`config.mk`:
```
export PLATFORM = sky130hd
export DESIGN_NAME = pc_redirect_ctrl
export DESIGN_NICKNAME = d
export VERILOG_FILES = /design/src/rtl/pc_redirect_ctrl_pkg.sv /design/src/rtl/pc_redirect_ctrl.sv
export SDC_FILE = /design/constraint.sdc
export NUM_CORES = 1
export LEC_CHECK = 0
export BUFFER_PORTS_ARGS = -buffer_cell sky130_fd_sc_hd__buf_2
export CAP_MARGIN = 20
export CORE_ASPECT_RATIO = 1.1
export CORE_MARGIN = 5
export CORE_UTILIZATION = 30
export CTS_CLUSTER_DIAMETER = 200
export DETAILED_ROUTE_END_ITERATION = 8
export SYNTH_ARGS = -nofsm -noshare
export SYNTH_HDL_FRONTEND = slang
export SYNTH_SLANG_ARGS = --single-unit
```
`constraint.sdc`:
```
create_clock -name clk -period 2.1 [get_ports clk]
set_clock_uncertainty 0.05 [all_clocks]
set_input_delay 0.105 -clock clk [delete_from_list [all_inputs] [get_ports clk]]
set_output_delay 0.105 -clock clk [all_outputs]
set_load 0.03 [all_outputs]
```
`src/rtl/pc_redirect_ctrl_pkg.sv`:
```
`default_nettype none
// ============================================================================
// Module  : pc_redirect_ctrl_pkg
// Brief   : Shared pipeline-control definitions for the PC redirect sequencer:
//           state encoding, flush-length bounds and flush-counter helper.
// Revision: 1.0 - initial release
// ============================================================================
package pc_redirect_ctrl_pkg;

    typedef enum logic [1:0] {
        ST_IDLE     = 2'd0,
        ST_REDIRECT = 2'd1,
        ST_DRAIN    = 2'd2
    } redir_state_e;

    localparam int c_FLUSH_CYCLES_MIN = 1;
    localparam int c_FLUSH_CYCLES_MAX = 15;
    localparam int c_FLUSH_CNT_W      = 4;

    // Down-count that holds at zero.
    function automatic logic [c_FLUSH_CNT_W-1:0] flush_cnt_dec(
        input logic [c_FLUSH_CNT_W-1:0] cnt
    );
        return (cnt == '0) ? '0 : cnt - 4'd1;
    endfunction

endpackage : pc_redirect_ctrl_pkg
`default_nettype wire

```
`src/rtl/pc_redirect_ctrl.sv`:
```
`default_nettype none
// ============================================================================
// Module  : pc_redirect_ctrl
// Brief   : Turns an execute-stage taken decision into a held fetch redirect,
//           a multi-cycle IF/ID + ID/EX flush and a redirect statistics count.
// Revision: 1.0 - initial release
// ============================================================================
module pc_redirect_ctrl
    import pc_redirect_ctrl_pkg::*;
#(
    parameter int PC_WIDTH     = 32,
    parameter int FLUSH_CYCLES = 2,
    parameter int CNT_WIDTH    = 16
) (
    input  logic                 clk,
    input  logic                 rst,
    input  logic                 ex_valid,
    input  logic                 select_new_pc,
    input  logic [PC_WIDTH-1:0]  pc_target,
    input  logic                 stall_in,
    input  logic                 fetch_ready,
    output logic                 redirect_valid,
    output logic [PC_WIDTH-1:0]  redirect_pc,
    output logic                 flush_if_id,
    output logic                 flush_id_ex,
    output logic                 busy,
    output logic                 misaligned,
    output logic [CNT_WIDTH-1:0] redirect_count
);

    localparam int c_FLUSH_EFF =
        (FLUSH_CYCLES < c_FLUSH_CYCLES_MIN) ? c_FLUSH_CYCLES_MIN :
        (FLUSH_CYCLES > c_FLUSH_CYCLES_MAX) ? c_FLUSH_CYCLES_MAX : FLUSH_CYCLES;
    localparam logic [c_FLUSH_CNT_W-1:0] c_FLUSH_LOAD = c_FLUSH_CNT_W'(c_FLUSH_EFF - 1);
    localparam logic [CNT_WIDTH-1:0]     c_CNT_ONE    = {{(CNT_WIDTH-1){1'b0}}, 1'b1};

    redir_state_e               r_state;
    redir_state_e               w_state_nxt;
    logic [c_FLUSH_CNT_W-1:0]   r_flush_cnt;
    logic [c_FLUSH_CNT_W-1:0]   w_flush_cnt_nxt;
    logic [PC_WIDTH-1:0]        r_redirect_pc;
    logic                       r_misaligned;
    logic [CNT_WIDTH-1:0]       r_redirect_count;
    logic                       w_trigger;

    // Only sampled in IDLE: anything seen while flushing is wrong-path.
    assign w_trigger = (r_state == ST_IDLE) & ex_valid & select_new_pc & ~stall_in;

    always_comb begin
        w_state_nxt     = r_state;
        w_flush_cnt_nxt = r_flush_cnt;
        case (r_state)
            ST_IDLE: begin
                if (w_trigger) begin
                    w_state_nxt     = ST_REDIRECT;
                    w_flush_cnt_nxt = c_FLUSH_LOAD;
                end
            end
            ST_REDIRECT: begin
                w_flush_cnt_nxt = flush_cnt_dec(r_flush_cnt);
                if (fetch_ready) begin
                    w_state_nxt = (r_flush_cnt == '0) ? ST_IDLE : ST_DRAIN;
                end
            end
            ST_DRAIN: begin
                w_flush_cnt_nxt = flush_cnt_dec(r_flush_cnt);
                if (r_flush_cnt == '0) begin
                    w_state_nxt = ST_IDLE;
                end
            end
            default: begin
                w_state_nxt     = ST_IDLE;
                w_flush_cnt_nxt = '0;
            end
        endcase
    end

    always_ff @(posedge clk or posedge rst) begin
        if (rst) begin
            r_state          <= ST_IDLE;
            r_flush_cnt      <= '0;
            r_redirect_pc    <= '0;
            r_misaligned     <= 1'b0;
            r_redirect_count <= '0;
        end else begin
            r_state      <= w_state_nxt;
            r_flush_cnt  <= w_flush_cnt_nxt;
            r_misaligned <= w_trigger & (|pc_target[1:0]);
            if (w_trigger) begin
                r_redirect_pc    <= {pc_target[PC_WIDTH-1:2], 2'b00};
                r_redirect_count <= r_redirect_count + c_CNT_ONE;
            end
        end
    end

    assign redirect_valid = (r_state == ST_REDIRECT);
    assign flush_if_id    = (r_state != ST_IDLE);
    assign flush_id_ex    = (r_state != ST_IDLE);
    assign busy           = (r_state != ST_IDLE);
    assign misaligned     = r_misaligned;
    assign redirect_pc    = r_redirect_pc;
    assign redirect_count = r_redirect_count;

endmodule : pc_redirect_ctrl
`default_nettype wire

```
# Word-level counts from Yosys, hierarchy flattened
# Index checks and enable logic that the tools add are counted.
dict set report classes {
  n_reduce_logical 6
  bitwise 5
  n_eq_ne 5
  addsub 2
  muxes 8
}
# cell n
set op_table {}
lappend op_table {{$add A16 B1 Y16 const B} 1}
lappend op_table {{$mux W2} 4}
lappend op_table {{$mux W4} 2}
lappend op_table {{$pmux W4 S2} 1}
lappend op_table {{$ne A2 B2 Y1 const B} 3}
lappend op_table {{$pmux W2 S3} 1}
lappend op_table {{$and A1 B1 Y1} 4}
lappend op_table {{$logic_not A4 Y1} 1}
lappend op_table {{$reduce_or A2 Y1} 2}
lappend op_table {{$sub A4 B1 Y4 const B} 1}
lappend op_table {{$reduce_and A3 Y1} 1}
lappend op_table {{$eq A2 B1 Y1 const B} 1}
lappend op_table {{$eq A2 B2 Y1 const B} 1}
lappend op_table {{$logic_not A2 Y1} 1}
lappend op_table {{$reduce_bool A2 Y1} 1}
lappend op_table {{$not A1 Y1} 1}
dict set report totals {
  register_bits 53
  in_bits 38
  word_cells 31
}

# Logic depth before layout (Yosys ltp)
# Gate-level depths: netlist of the first run.
dict set report depth {
  depth_word 6
  mapped_depth 7
}

# Least setup slack after synthesis of the first run
# No wires, ideal clock.
dict set report synth_timing {
  path_kind {reg-to-reg}
  start {register r_flush_cnt[0]}
  end {register r_state[0]}
  path_slack_ns 0.390
  path_buffers 0
  t_required_ns 1.922
  arrival_time_ns 1.533
  path_stages_with_launch 6
  cell_sequence {dfrtp_1 > inv_1 > ha_1 > or3b_1 > a221oi_2 > mux2_1}
}
dict set report synth_via {
  elab_chain_len 3
}
# item line_no
set synth_rtl {}
lappend synth_rtl {{start, declared} pc_redirect_ctrl.sv:39} ;# logic [c_FLUSH_CNT_W-1:0] r_flush_cnt;
lappend synth_rtl {{start signal, assigned} pc_redirect_ctrl.sv:87} ;# r_flush_cnt <= w_flush_cnt_nxt;
lappend synth_rtl {{$logic_not A4 Y1} pc_redirect_ctrl.sv:67} ;# if (r_flush_cnt == '0) begin
lappend synth_rtl {{$ne A2 B2 Y1 (no line)} n/a}
lappend synth_rtl {{$reduce_and A3 Y1 (no line)} n/a}
lappend synth_rtl {{end signal, assigned} pc_redirect_ctrl.sv:86} ;# r_state <= w_state_nxt;
lappend synth_rtl {{end, declared} pc_redirect_ctrl.sv:37} ;# redir_state_e r_state;
# No other way between the ends.
# A chain may end at the register's enable or synchronous reset.

# Final worst setup path of the first run
dict set report layout_timing {
  start {register r_state[0]}
  end {register r_redirect_count[9], in the netlist redirect_count[9]}
}
dict set report layout_via {
  elab_chain_len 4
}
# item line_no
set layout_rtl {}
lappend layout_rtl {{$logic_not A2 Y1} pc_redirect_ctrl.sv:47} ;# assign w_trigger = (r_state == ST_IDLE) & ex_valid & select_new_pc & ~stall_in;
lappend layout_rtl {{$and A1 B1 Y1 (3 in series)} pc_redirect_ctrl.sv:47}
lappend layout_rtl {{end signal, assigned} pc_redirect_ctrl.sv:91} ;# r_redirect_count <= r_redirect_count + c_CNT_ONE;
lappend layout_rtl {{end, declared} pc_redirect_ctrl.sv:43} ;# logic [CNT_WIDTH-1:0] r_redirect_count;
# No other way between the ends.

==> results of run 1 <==
metal layers:
layer	vias to the layer above	track usage [%]	wire [µm]
met5	-	0	0
met4	0	3.00	47
met3	5	3.39	377
met2	58	24.6	3080
met1	933	14.8	2410
li1	987	-	-
timing repair:
action / in CTS / in global routing
endpoints found under the hold margin: 54 / 0
gates resized for setup: 0 / 0
endpoints found under the setup margin: 0 / 0
hold buffers: 33 / 0
cell type report:
class,count,area (µm²)
Multi-Input combinational cell,167,915
Clock inverter,3,65.1
Sequential cell,53,1330
Fill cell,753,4160
Inverter,7,26.3
Timing Repair Buffer,126,821
Tap cell,105,131
Clock buffer,5,68.8
worst max-delay path: stages, from the launching register on:
cell	delay (ns)
dfrtp_1	0.42
inv_1	0.13
ha_1	0.23
nand4b_2	0.23
nor3_2	0.38
and3_1	0.22
xor2_1	0.14
Yosys cell counts, types with 2 or more instances:
cell type	n	share of area [%]
nand2_1	103	17
nand3b_1	3	0.97
or2_1	2	0.54
and4_1	3	1.1
nor2_1	5	0.81
xnor2_1	11	4.1
ha_1	8	4.3
inv_1	7	1.1
clkbuf_1	7	1.1
nand4_1	3	0.81
dfrtp_1	53	57
nand3_1	3	0.64
buf_4	4	1.3
xor2_1	4	1.5
cell families (layout without fill, tap and decap cells):
logic type / count (synthesis) / after routing / synth area share, %
buffers and inverters: 19 / 141 / 4.03
multiplexers: 2 / 2 / 0.913
adder cells (fa/ha/maj): 8 / 8 / 4.30
flip-flops: 53 / 53 / 57.0
XOR/XNOR: 15 / 15 / 5.64
AO/OA/AOI/OAI: 10 / 10 / 3.33
AND/OR/NAND/NOR: 130 / 130 / 24.7
other: 1 / 2 / 0.161
power by group through the flow:
stage | registers, mW | logic [mW] | clock network [mW]
2_1_floorplan | 2.18 | 0.713 | 0
3_3_place_gp | 1.58 | 1.81 | 0
3_5_place_dp | 1.58 | 1.84 | 0
4_1_cts | 1.57 | 1.89 | 0.845
5_1_grt | 1.62 | 2.06 | 0.882
6_report | 1.57 | 1.87 | 0.804
flip-flops by register name, summed over array words and instances, names as in the netlist:
signal,count
redirect_count,16
redirect_pc,30
r_state,2
misaligned,1
r_flush_cnt,4
worst paths after layout:
path	from	slack, ns	cells past startpoint	endpoint
setup reg to reg	r_state[0]	0.23	6	redirect_count[9]
min in group asynchronous	rst	0.34	3	redirect_pc[19]
hold reg to reg	redirect_pc[5]	0.43	2	redirect_pc[5]
max in group asynchronous	rst	1.11	4	redirect_pc[9]
hold / removal	fetch_ready	0.15	3	r_state[1]
setup / recovery	r_state[0]	0.23	6	redirect_count[9]
==> flow_metrics.tcl, run 1 <==
set metrics [dict create \
    die_w_um 94 \
    drive_gt1_share_pct 29.6 \
    cts_buffers 5 \
    insertion_delay_ns 0.30 \
    io_buffers 88 \
    place_inst 425 \
    seq_power_share_pct 37.0 \
    io-pin-count 91 \
    p_int_mw 2.42 \
    synth_edf_count 0 \
    instances_no_fill 466 \
    finalInstanceArea_um2 3350 \
    diodes 0 \
    post-cts-setup-buffers 0 \
    drt_iter0_drc 53 \
    wl_per_cell_um 12.7 \
    switching_share_pct 42.9 \
    critical_path.max_fanout 6 \
    gr-usage-all-layers_pct 13.1 \
    htree_levels 2 \
    max_slew_margin_pct 63.9 \
    die_h_um 102 \
    maxCapViolCount 0 \
    utilization_pct 44.6 \
    outcome "finished clean" \
    worst_hold_path_type "primary input to flop" \
    gp_congestion 0.789 \
    clock-root-buffer "clkbuf_8" \
    cts_sinks 53 \
    avgSynthCellArea_um2 9.78 \
    core_region_area_um2 7510 \
    ys_seq_elements 53 \
    vias 1983 \
    firstDrtPassIters 4 \
    ys.flop_type "dfrtp_1" \
    yosysWarnings 0 \
    nNetsFinal 406 \
    total_power_mw 4.25 \
    postSynthCellCount 238 \
    mappedNetlistArea_um2 2330 \
    antenna_found_initial 0 \
    tns_ns 0 \
    max_freq_mhz 536 \
    hold-worst-slack_ns 0.154 \
    placed_cell_area_um2 2890 \
    start_util_pct 31.0 \
    dieArea_um2 9630 \
    rsz0062_at_grt "false" \
    drc_errors 0 \
    endpoint_kind "flop" \
    worst_slack_ns 0.235 \
    tightest_slew_ns 0.541 \
    async_reset_ff_share_pct 100 \
    fp-row-count 33 \
    post-route-min-period_ns 1.87 \
    cp_data_required_time_ns 2.28 \
    grt_pass1_wl_um 9980 \
    ir_drop_mv 0.502 \
    setup.worst_path.class "flop to flop" \
    via_per_inst 4.26 \
    p_sw_mw 1.82 \
    pre_cts_ws_ns 0.222 \
    worstSetupStartpointType "flop" \
    clk_pin_slew_worst_paths_ns 0.10 \
    hpwl_um 3970 \
    wl_um 5920 \
    ys_seq_area_share_pct 57.0 \
    synth.distinct_cells 36 \
    mostFrequentLayoutCell "nand2_1" \
    cp.arrival_ns 2.05 \
    areaGrowthSynthToFinish_pct 44.0 \
    pwr-share-comb_pct 44.1 \
    clock_power_share_pct 18.9 \
    power_density_nw_per_um2 1270 \
    hold_viol_final 0 \
    gr-total-overflow 0 \
    finalSetupViolations 0 \
    p_leak_nw 1.84 \
    slew_viol_final 0 \
    period_share_pct 88.8 \
    cts_tree "yes" \
    grt_pass1_vias 2144 \
    most-common-layout-cells "103 x nand2_1, 88 x buf_2, 53 x dfrtp_1" \
    antenna_left 0 \
    grt_max_degree 31 \
    clockBufferDepth 2 \
]
(Power assumes the default switching activity.)
==> run 2: changes to the inputs <==
BUFFER_PORTS_ARGS = -buffer_cell sky130_fd_sc_hd__clkbuf_2   (was -buffer_cell sky130_fd_sc_hd__buf_2)
CORE_MARGIN = not set   (was 5)
==> run 2 against run 1 <==
Utilization up 0.13 points. Combinational power about the same. Worst setup slack worse by 0.021 ns. Critical path depth unchanged. Fmax down 1.1%.
==> flow_metrics.tcl, run 2 (synthesized netlist as in run 1, its figures left out) <==
set metrics [dict create \
    vias 1989 \
    cts_sinks 53 \
    dieArea_um2 8120 \
    finalSetupViolations 0 \
    power_density_nw_per_um2 1240 \
    antenna_left 0 \
    rsz0062_at_grt "false" \
    worst_hold_path_type "primary input to flop" \
    clock-root-buffer "clkbuf_8" \
    path_cells "inv_1 > ha_1 > nand4b_2 > nor3_2 > and3_1 > xor2_1" \
    cts_tree "yes" \
    die_w_um 86 \
    core_region_area_um2 7470 \
    critical_path.max_fanout 6 \
    gp_congestion 0.750 \
    endpoint_kind "flop" \
    cts_resized 0 \
    grt_pass1_vias 1893 \
    cp_data_required_time_ns 2.28 \
    outcome "finished clean" \
    grt_max_degree 33 \
    tightest_slew_ns 0.528 \
    cts_buffers 5 \
    fp-row-count 33 \
    firstDrtPassIters 4 \
    hpwl_um 3510 \
    hold_viol_final 0 \
    via_per_inst 4.28 \
    wl_met2_um 2660 \
    largest_reg_flops 30 \
    wl_met3_um 234 \
    start_util_pct 31.2 \
    routed.top_layer "met4" \
    instances_no_fill 465 \
    drt_iter0_drc 66 \
    n_fill_cell 732 \
    wl_per_cell_um 11.3 \
    most-common-layout-cells "103 x nand2_1, 88 x clkbuf_2, 53 x dfrtp_1" \
    wirelength_met1_um 2280 \
    clk_pin_slew_worst_paths_ns 0.10 \
    post-route-min-period_ns 1.89 \
    clockBufferDepth 2 \
    io_buffers 88 \
    diodes 0 \
    drc_errors 0 \
    nNetsFinal 405 \
    cpPeakStageDelay_ns 0.43 \
    gr-usage-all-layers_pct 13.4 \
    period_share_pct 89.8 \
    htree_levels 2 \
    setup.worst_path.class "flop to flop" \
    cp_slowest_cell "dfrtp_1" \
    place_inst 424 \
    drive_gt1_share_pct 29.4 \
    wl_um 5230 \
    grt_pass1_wl_um 8540 \
    tns_ns 0 \
    worstSetupStartpointType "flop" \
    max_slew_margin_pct 64.7 \
    p_leak_nw 1.81 \
    ir_drop_mv 0.558 \
    insertion_delay_ns 0.30 \
    antenna_found_initial 0 \
    gr-total-overflow 0 \
    mostFrequentLayoutCell "nand2_1" \
    cp.arrival_ns 2.07 \
    io-pin-count 91 \
    maxCapViolCount 0 \
    slew_viol_final 0 \
    areaGrowthSynthToFinish_pct 43.6 \
    max_freq_mhz 530 \
    rrSetupSlack_ns 0.21 \
    die_h_um 94.4 \
]
## run 2: cell count changes in the layout (fill, tap and decap cells not counted), sizes merged
cell,before,now
buf,93,4
clkbuf,5,94
bufinv,2,1
clkinv,1,0
clkinvlp,0,1
## run 2: path summary, 6_finish.rpt
| check | from | endpoint | cells after the start |
|---|---|---|---|
| max | r_state[0] | redirect_count[9] | 6 |
| min | fetch_ready | r_state[1] | 3 |
| max reg2reg | r_state[0] | redirect_count[9] | 6 |
| min reg2reg | redirect_pc[25] | redirect_pc[25] | 2 |
| max in group asynchronous | rst | redirect_pc[5] | 4 |
| min in group asynchronous | rst | redirect_pc[16] | 3 |
## run 2: metrics by stage
stage / worst slack, ns / util (%) / power (mW) / hold slack (ns) / area (µm²)
after floorplan: 0.390 / - / 2.89 / 0.160 / 2330
after global placement: 0.267 / 38.7 / 3.38 / 0.123 / 2890
after detailed placement: 0.205 / 38.7 / 3.40 / 0.119 / 2890
after CTS: 0.173 / 44.8 / 4.19 / 0.138 / 3340
after global routing: 0.0302 / 44.8 / 4.43 / 0.153 / 3340
final: 0.214 / 44.8 / 4.15 / 0.150 / 3340
## run 2: repair_timing
| item | CTS | global route |
|---|---|---|
| hold buffers | 33 | 0 |
| hold endpoints to repair | 54 | 0 |
| setup endpoints to repair | 0 | 0 |
| setup buffers | 0 | 0 |
## run 2: layout make-up
type / count / area [µm²] / area share, %
clock inverter: 2 / 37.5 / 1.12
timing repair buffer: 125 / 826 / 24.7
sequential: 53 / 1330 / 39.7
tap: 105 / 131 / 3.93
clock buffer: 6 / 82.6 / 2.47
multi-input combinational: 167 / 915 / 27.3
inverter: 7 / 26.3 / 0.786
## run 2: power breakdown
part	switching [mW]	leakage (nW)	internal, mW	total, mW
combinational	1.27	1.07	0.584	1.85
sequential	0.219	0.685	1.36	1.58
clock	0.333	0.0574	0.388	0.721
total	1.82	1.81	2.33	4.15
## run 2: critical path: cells and delay by family, from the launching register on
kind	cells	cell delay (ns)
buffers and inverters	1	0.12
and+or+nand+nor	3	0.83
adders and majority gates	1	0.23
xor gates and xnor gates	1	0.15
DFF	1	0.43
## run 2: routing by layer
metal / track usage, % / up-vias
met5: 0 / -
met4: 4.72 / 0
met3: 3.15 / 7
met2: 23.9 / 55
met1: 15.8 / 936
li1: - / 991
